### config.mk
export PLATFORM = sky130hd
export DESIGN_NAME = apb4_mst_bridge
export DESIGN_NICKNAME = d
export VERILOG_FILES = /design/src/rtl/apb4_mst_bridge.sv
export SDC_FILE = /design/constraint.sdc
export NUM_CORES = 1
export LEC_CHECK = 0
export CORE_MARGIN = 3
export CORE_UTILIZATION = 40
export CTS_BUF_LIST = sky130_fd_sc_hd__clkbuf_2
export CTS_CLUSTER_SIZE = 25
export DETAILED_ROUTE_END_ITERATION = 8
export GPL_TIMING_DRIVEN = 0
export PLACE_DENSITY = 0.81
export REMOVE_ABC_BUFFERS = 1
export SLEW_MARGIN = 5
export SYNTH_ARGS = -nofsm -noshare
export SYNTH_HDL_FRONTEND = slang
export SYNTH_SLANG_ARGS = --single-unit
### constraint.sdc
create_clock -name clk_i -period 3.9 [get_ports clk_i]
set_input_delay 0.585 -clock clk_i [delete_from_list [all_inputs] [get_ports clk_i]]
set_output_delay 0.585 -clock clk_i [all_outputs]
set_load 0.05 [all_outputs]
### src/rtl/apb4_mst_bridge.sv
// Single-outstanding APB4 requester: valid/ready command in, SETUP/ACCESS on APB4, valid/ready response out.
// Optional ACCESS-phase timeout abort is enabled by defining APB4_MST_TIMEOUT_EN.
module apb4_mst_bridge #(
  parameter int ADDR_WIDTH     = 32,
  parameter int DATA_WIDTH     = 32,
  parameter int TIMEOUT_CYCLES = 256
) (
  input  logic                  clk_i,
  input  logic                  rst_n_i,
  input  logic                  req_valid_i,
  output logic                  req_ready_o,
  input  logic [ADDR_WIDTH-1:0] req_addr_i,
  input  logic                  req_write_i,
  input  logic [DATA_WIDTH-1:0] req_wdata_i,
  input  logic [3:0]            req_strb_i,
  input  logic [2:0]            req_prot_i,
  output logic                  rsp_valid_o,
  input  logic                  rsp_ready_i,
  output logic [DATA_WIDTH-1:0] rsp_rdata_o,
  output logic                  rsp_err_o,
  output logic                  rsp_timeout_o,
  output logic [ADDR_WIDTH-1:0] paddr_o,
  output logic [2:0]            pprot_o,
  output logic                  psel_o,
  output logic                  penable_o,
  output logic                  pwrite_o,
  output logic [DATA_WIDTH-1:0] pwdata_o,
  output logic [3:0]            pstrb_o,
  input  logic                  pready_i,
  input  logic [DATA_WIDTH-1:0] prdata_i,
  input  logic                  pslverr_i
);

  typedef enum logic [1:0] {IDLE, SETUP, ACCESS, RESP} state_t;

  if (DATA_WIDTH != 32) begin : g_bad_dw
    $error("apb4_mst_bridge: DATA_WIDTH must be 32");
  end
  if (TIMEOUT_CYCLES < 2) begin : g_bad_tmo
    $error("apb4_mst_bridge: TIMEOUT_CYCLES must be >= 2");
  end

  state_t                state_q;
  logic                  req_ready_q;
  logic                  psel_q;
  logic                  penable_q;
  logic [ADDR_WIDTH-1:0] paddr_q;
  logic                  pwrite_q;
  logic [DATA_WIDTH-1:0] pwdata_q;
  logic [3:0]            pstrb_q;
  logic [3:0]            pstrb_d;
  logic [2:0]            pprot_q;
  logic                  rsp_valid_q;
  logic [DATA_WIDTH-1:0] rsp_rdata_q;
  logic                  rsp_err_q;

  // Reads never carry byte strobes onto the bus.
  assign pstrb_d = req_write_i ? req_strb_i : 4'h0;

`ifdef APB4_MST_TIMEOUT_EN
  localparam int CNT_W = $clog2(TIMEOUT_CYCLES) + 1;
  localparam logic [CNT_W-1:0] CNT_LAST = CNT_W'(TIMEOUT_CYCLES - 1);
  logic [CNT_W-1:0] cnt_q;
  logic             rsp_tmo_q;
  assign rsp_timeout_o = rsp_tmo_q;
`else
  assign rsp_timeout_o = 1'b0;
`endif

  always_ff @(posedge clk_i) begin
    if (!rst_n_i) begin
      state_q     <= IDLE;
      req_ready_q <= 1'b0;
      psel_q      <= 1'b0;
      penable_q   <= 1'b0;
      paddr_q     <= '0;
      pwrite_q    <= 1'b0;
      pwdata_q    <= '0;
      pstrb_q     <= '0;
      pprot_q     <= '0;
      rsp_valid_q <= 1'b0;
      rsp_rdata_q <= '0;
      rsp_err_q   <= 1'b0;
`ifdef APB4_MST_TIMEOUT_EN
      cnt_q       <= '0;
      rsp_tmo_q   <= 1'b0;
`endif
    end else begin
      unique case (state_q)
        IDLE: begin
          if (req_ready_q && req_valid_i) begin
            paddr_q     <= req_addr_i;
            pwrite_q    <= req_write_i;
            pwdata_q    <= req_wdata_i;
            pstrb_q     <= pstrb_d;
            pprot_q     <= req_prot_i;
            psel_q      <= 1'b1;
            req_ready_q <= 1'b0;
            state_q     <= SETUP;
          end else begin
            // Ready comes up one cycle after reset release.
            req_ready_q <= 1'b1;
          end
        end
        SETUP: begin
          penable_q <= 1'b1;
          state_q   <= ACCESS;
`ifdef APB4_MST_TIMEOUT_EN
          cnt_q     <= '0;
`endif
        end
        ACCESS: begin
          if (pready_i) begin
            psel_q      <= 1'b0;
            penable_q   <= 1'b0;
            rsp_valid_q <= 1'b1;
            rsp_rdata_q <= pwrite_q ? '0 : prdata_i;
            rsp_err_q   <= pslverr_i;
`ifdef APB4_MST_TIMEOUT_EN
            rsp_tmo_q   <= 1'b0;
`endif
            state_q     <= RESP;
          end
`ifdef APB4_MST_TIMEOUT_EN
          else if (cnt_q == CNT_LAST) begin
            psel_q      <= 1'b0;
            penable_q   <= 1'b0;
            rsp_valid_q <= 1'b1;
            rsp_rdata_q <= '0;
            rsp_err_q   <= 1'b1;
            rsp_tmo_q   <= 1'b1;
            state_q     <= RESP;
          end else begin
            cnt_q <= cnt_q + CNT_W'(1);
          end
`endif
        end
        RESP: begin
          if (rsp_ready_i) begin
            rsp_valid_q <= 1'b0;
            req_ready_q <= 1'b1;
            state_q     <= IDLE;
          end
        end
        default: state_q <= IDLE;
      endcase
    end
  end

  assign req_ready_o = req_ready_q;
  assign psel_o      = psel_q;
  assign penable_o   = penable_q;
  assign paddr_o     = paddr_q;
  assign pwrite_o    = pwrite_q;
  assign pwdata_o    = pwdata_q;
  assign pstrb_o     = pstrb_q;
  assign pprot_o     = pprot_q;
  assign rsp_valid_o = rsp_valid_q;
  assign rsp_rdata_o = rsp_rdata_q;
  assign rsp_err_o   = rsp_err_q;

endmodule
==> flow_summary.ini, run 1 <==
[clock_tree]
holdBufCountCts = 0
clk_pin_slew_ns = 0.28
cts_buffer_depth = 2
cts_buffers = 9
ctsResizeCount = 0
htree_levels = 3
cts_setup_buffers = 0
cts_root_buffer = clkbuf_2
insertion_delay_ns = 0.54
cts_sinks = 111
cts_tree = built

[routing]
via_per_inst = 5.05
drc = 0
antenna_left = 0
vias = 4203
drtIter0Drc = 285
wire_per_inst_um = 15.0
drtPass1Iterations = 4
routed_wl_um = 12500

[place]
port_buffers = 218
dpl-instance-area_um2 = 6380
dp.cells = 815
gp_congestion = 0.729
hpwl_um = 9070

[logic_synthesis]
synthCells = 505
synthesis.area_um2 = 4230
synth-seq-cells = 111
yosys.area.top_type_share_pct = 52.5
synth.area.top_cells = dfxtp_1 (52%), nand2_1 (16%), a21oi_1 (13%), nand4b_1 (6.6%), buf_2 (2.5%)
synth_xor_xnor_area_share_pct = 0
avgSynthCellArea_um2 = 8.38
synthDistinctLibCells = 25
yosys_warnings = 0
synth_top_family_by_area = simple AND/OR/NAND/NOR gates
synth_seq_area_share_pct = 52.5
yosys.area_share.simple_pct = 23.6
muxShareOfSynthArea_pct = 0.975
yosys.area.top_type = dfxtp_1
synth-compound-area-share_pct = 14.2
synth-adder-area-share_pct = 2.07

[worst_setup_path]
required_ns = 3.31
worstPathCellList = clkdlybuf4s50_1
cp_num_buf_inv = 1
crit_fanout = 34
worstSetupStartpoint = pwrite_o
crit_family = flip-flops
cp-start-kind = register
worstSetupPathType = reg2out
arrival_ns = 2.48
cpPeakStageDelay_ns = 0.98
cpMaxStageDelayCell = dfxtp_1
end_kind = output port
reg2reg_to = psel_o
worstRegToRegCells = 4
r2r-start = state_q[0]
cp.depth = 1
reg2reg_slack_ns = 1.56

[layout]
n_fill_cell = 831
synthToLayoutAreaGrowth_pct = 53.8
stdcell_area_um2 = 6510
final_common_cell = clkdlybuf4s50_1
nNetsFinal = 810
utilization_pct = 64.8
layout_common_cells = clkdlybuf4s50_1 (217), nand2_1 (177), dfxtp_1 (111)
drive_above_1_share_pct = 4.01
final_cells = 832

[power]
combPwrFrac_pct = 41.7
power_frac_clock_pct = 17.1
switching_share_pct = 40.6
power_leakage_nw = 2.21
finalPower_w = 0.00334
power_density_nw_per_um2 = 513
pwr-share-seq_pct = 41.2
p_sw_w = 0.00135
peakVddDrop_mv = 0.262
p_int_w = 0.00198

[floorplanning]
initial_utilization_pct = 42.2
die_area_um2 = 11900
die_w_um = 109
fp.coreArea_um2 = 10000
ios = 220
die_h_um = 109
num_rows = 36

[run]
max_cap_violations = 0

[sta]
final_hold_viol_count = 0
min_period_ns = 3.07
max_freq_mhz = 326
finalCritPeriodShare_pct = 78.7
setup_viol = 0
hold_ws_ns = 0.470
fin_skew_ns = 0.0175
rsz0062_at_grt = false
slew_violations = 0
maxSlewHeadroom_pct = 40.3
tightest_slew_ns = 0.894

[min_path]
hold_path_depth = 2
hp-class = reg2reg
min_from = pstrb_o[3]
hold_end = pstrb_o[3]

[global_route]
overflow = 0
grt_max_degree = 75
grt_pass1_wl_um = 19300
grt.busiest_layer = met2
antenna_found_initial = 1
grt.total_usage_pct = 20.5
first_global_vias = 4039
grt_use_met1_pct = 21.8
grtUsageMet3_pct = 9.83
met2_usage_pct = 35.8

[status]
status = completed
-- metal layers --
| metal | up-vias | share of wire [%] |
|---|---|---|
| li1 | 2065 | - |
| met1 | 1955 | 38 |
| met2 | 174 | 49 |
| met3 | 9 | 12 |
| met4 | 0 | 1.2 |
| met5 | - | 0 |
-- synthesized netlist by cell type --
library cell and instances:
nand4b_1 32, a221oi_2 1, nand3_1 6, mux2i_1 3, nor2_1 3, clkbuf_1 11
o21ai_0 1, dfxtp_1 111, buf_2 21, buf_4 5, nand2_1 177, mux2_2 1
conb_1 1, buf_6 5, inv_1 3, buf_12 1, a211oi_1 1, ha_1 7
nand2_2 1, o221a_2 2, and3_1 1, a21boi_0 1, o32ai_1 1, inv_2 2
a21oi_1 107
-- registers in the layout, indices dropped and copies added, names as in the netlist --
signal       cells
pwrite_o         1
rsp_err_o        1
rsp_rdata_o     32
paddr_o         32
pstrb_o          4
req_ready_o      1
penable_o        1
pprot_o          3
psel_o           1
state_q          2
rsp_valid_o      1
pwdata_o        32
-- area by class of cell --
class,count,area [um2],area share [%]
Antenna cell,1,2.50,0.0384
Clock buffer,10,50.0,0.768
Clock inverter,6,85.1,1.31
Inverter,5,21.3,0.327
Multi-Input combinational cell,346,1750,26.9
Sequential cell,111,2220,34.1
Tap cell,133,166,2.55
Timing Repair Buffer,220,2220,34.0
-- how the worst max path moves through the flow --
stage / end / slack (ns)
after floorplan: req_ready_o / 0.99
after detailed placement: psel_o / 0.63
after CTS: pwrite_o / 0.81
after global routing: pwrite_o / 0.63
final: pwrite_o / 0.83
after global placement: req_ready_o / -0.31
-- power groups by stage --
stage	sequential (W)	combinational, W	clock [W]
floorplan	0.00186	0.000388	0
global placement	0.00139	0.00136	0
detailed placement	0.00140	0.00140	0
CTS	0.00137	0.00140	0.000589
global route	0.00140	0.00149	0.000630
finish	0.00138	0.00139	0.000571
-- logic make-up (layout without fill, tap and decap cells) --
kind of cell             Yosys count  after routing
other                              1              2
buffers and inverters             48            241
multiplexers                       4              4
AO/OA/AOI/OAI                    114            114
flip-flops                       111            111
AND/OR/NAND/NOR                  220            220
adder cells (fa/ha/maj)            7              7
-- stage by stage --
| step | setup WS [ns] | TNS [ns] |
|---|---|---|
| after floorplan | 0.989 | 0 |
| after global placement | -0.312 | -0.350 |
| after detailed placement | 0.626 | 0 |
| after CTS | 0.810 | 0 |
| after global routing | 0.630 | 0 |
| final | 0.832 | 0 |
(Power assumes the default switching activity.)
==> run 2, diff against run 1 <==
==> constraint.sdc (replaced) <==
create_clock -name clk_i -period 3.2 [get_ports clk_i]
set_input_delay 0.48 -clock clk_i [delete_from_list [all_inputs] [get_ports clk_i]]
set_output_delay 0.48 -clock clk_i [all_outputs]
set_load 0.05 [all_outputs]
==> results of run 2 <==
Same layout as run 1 (identical final DEF). Status: completed.
Main changes from that run: setup slack after placement 0.626 ns -> 0.0311 ns; setup slack after layout 0.832 ns -> 0.237 ns; hold slack 0.470 ns -> 0.426 ns; register-to-register setup slack 1.56 ns -> 0.86 ns; end point of the worst hold path pstrb_o[3] -> paddr_o[4]; total power 0.00334 W -> 0.00407 W; worst IR drop on VDD 0.262 mV -> 0.319 mV
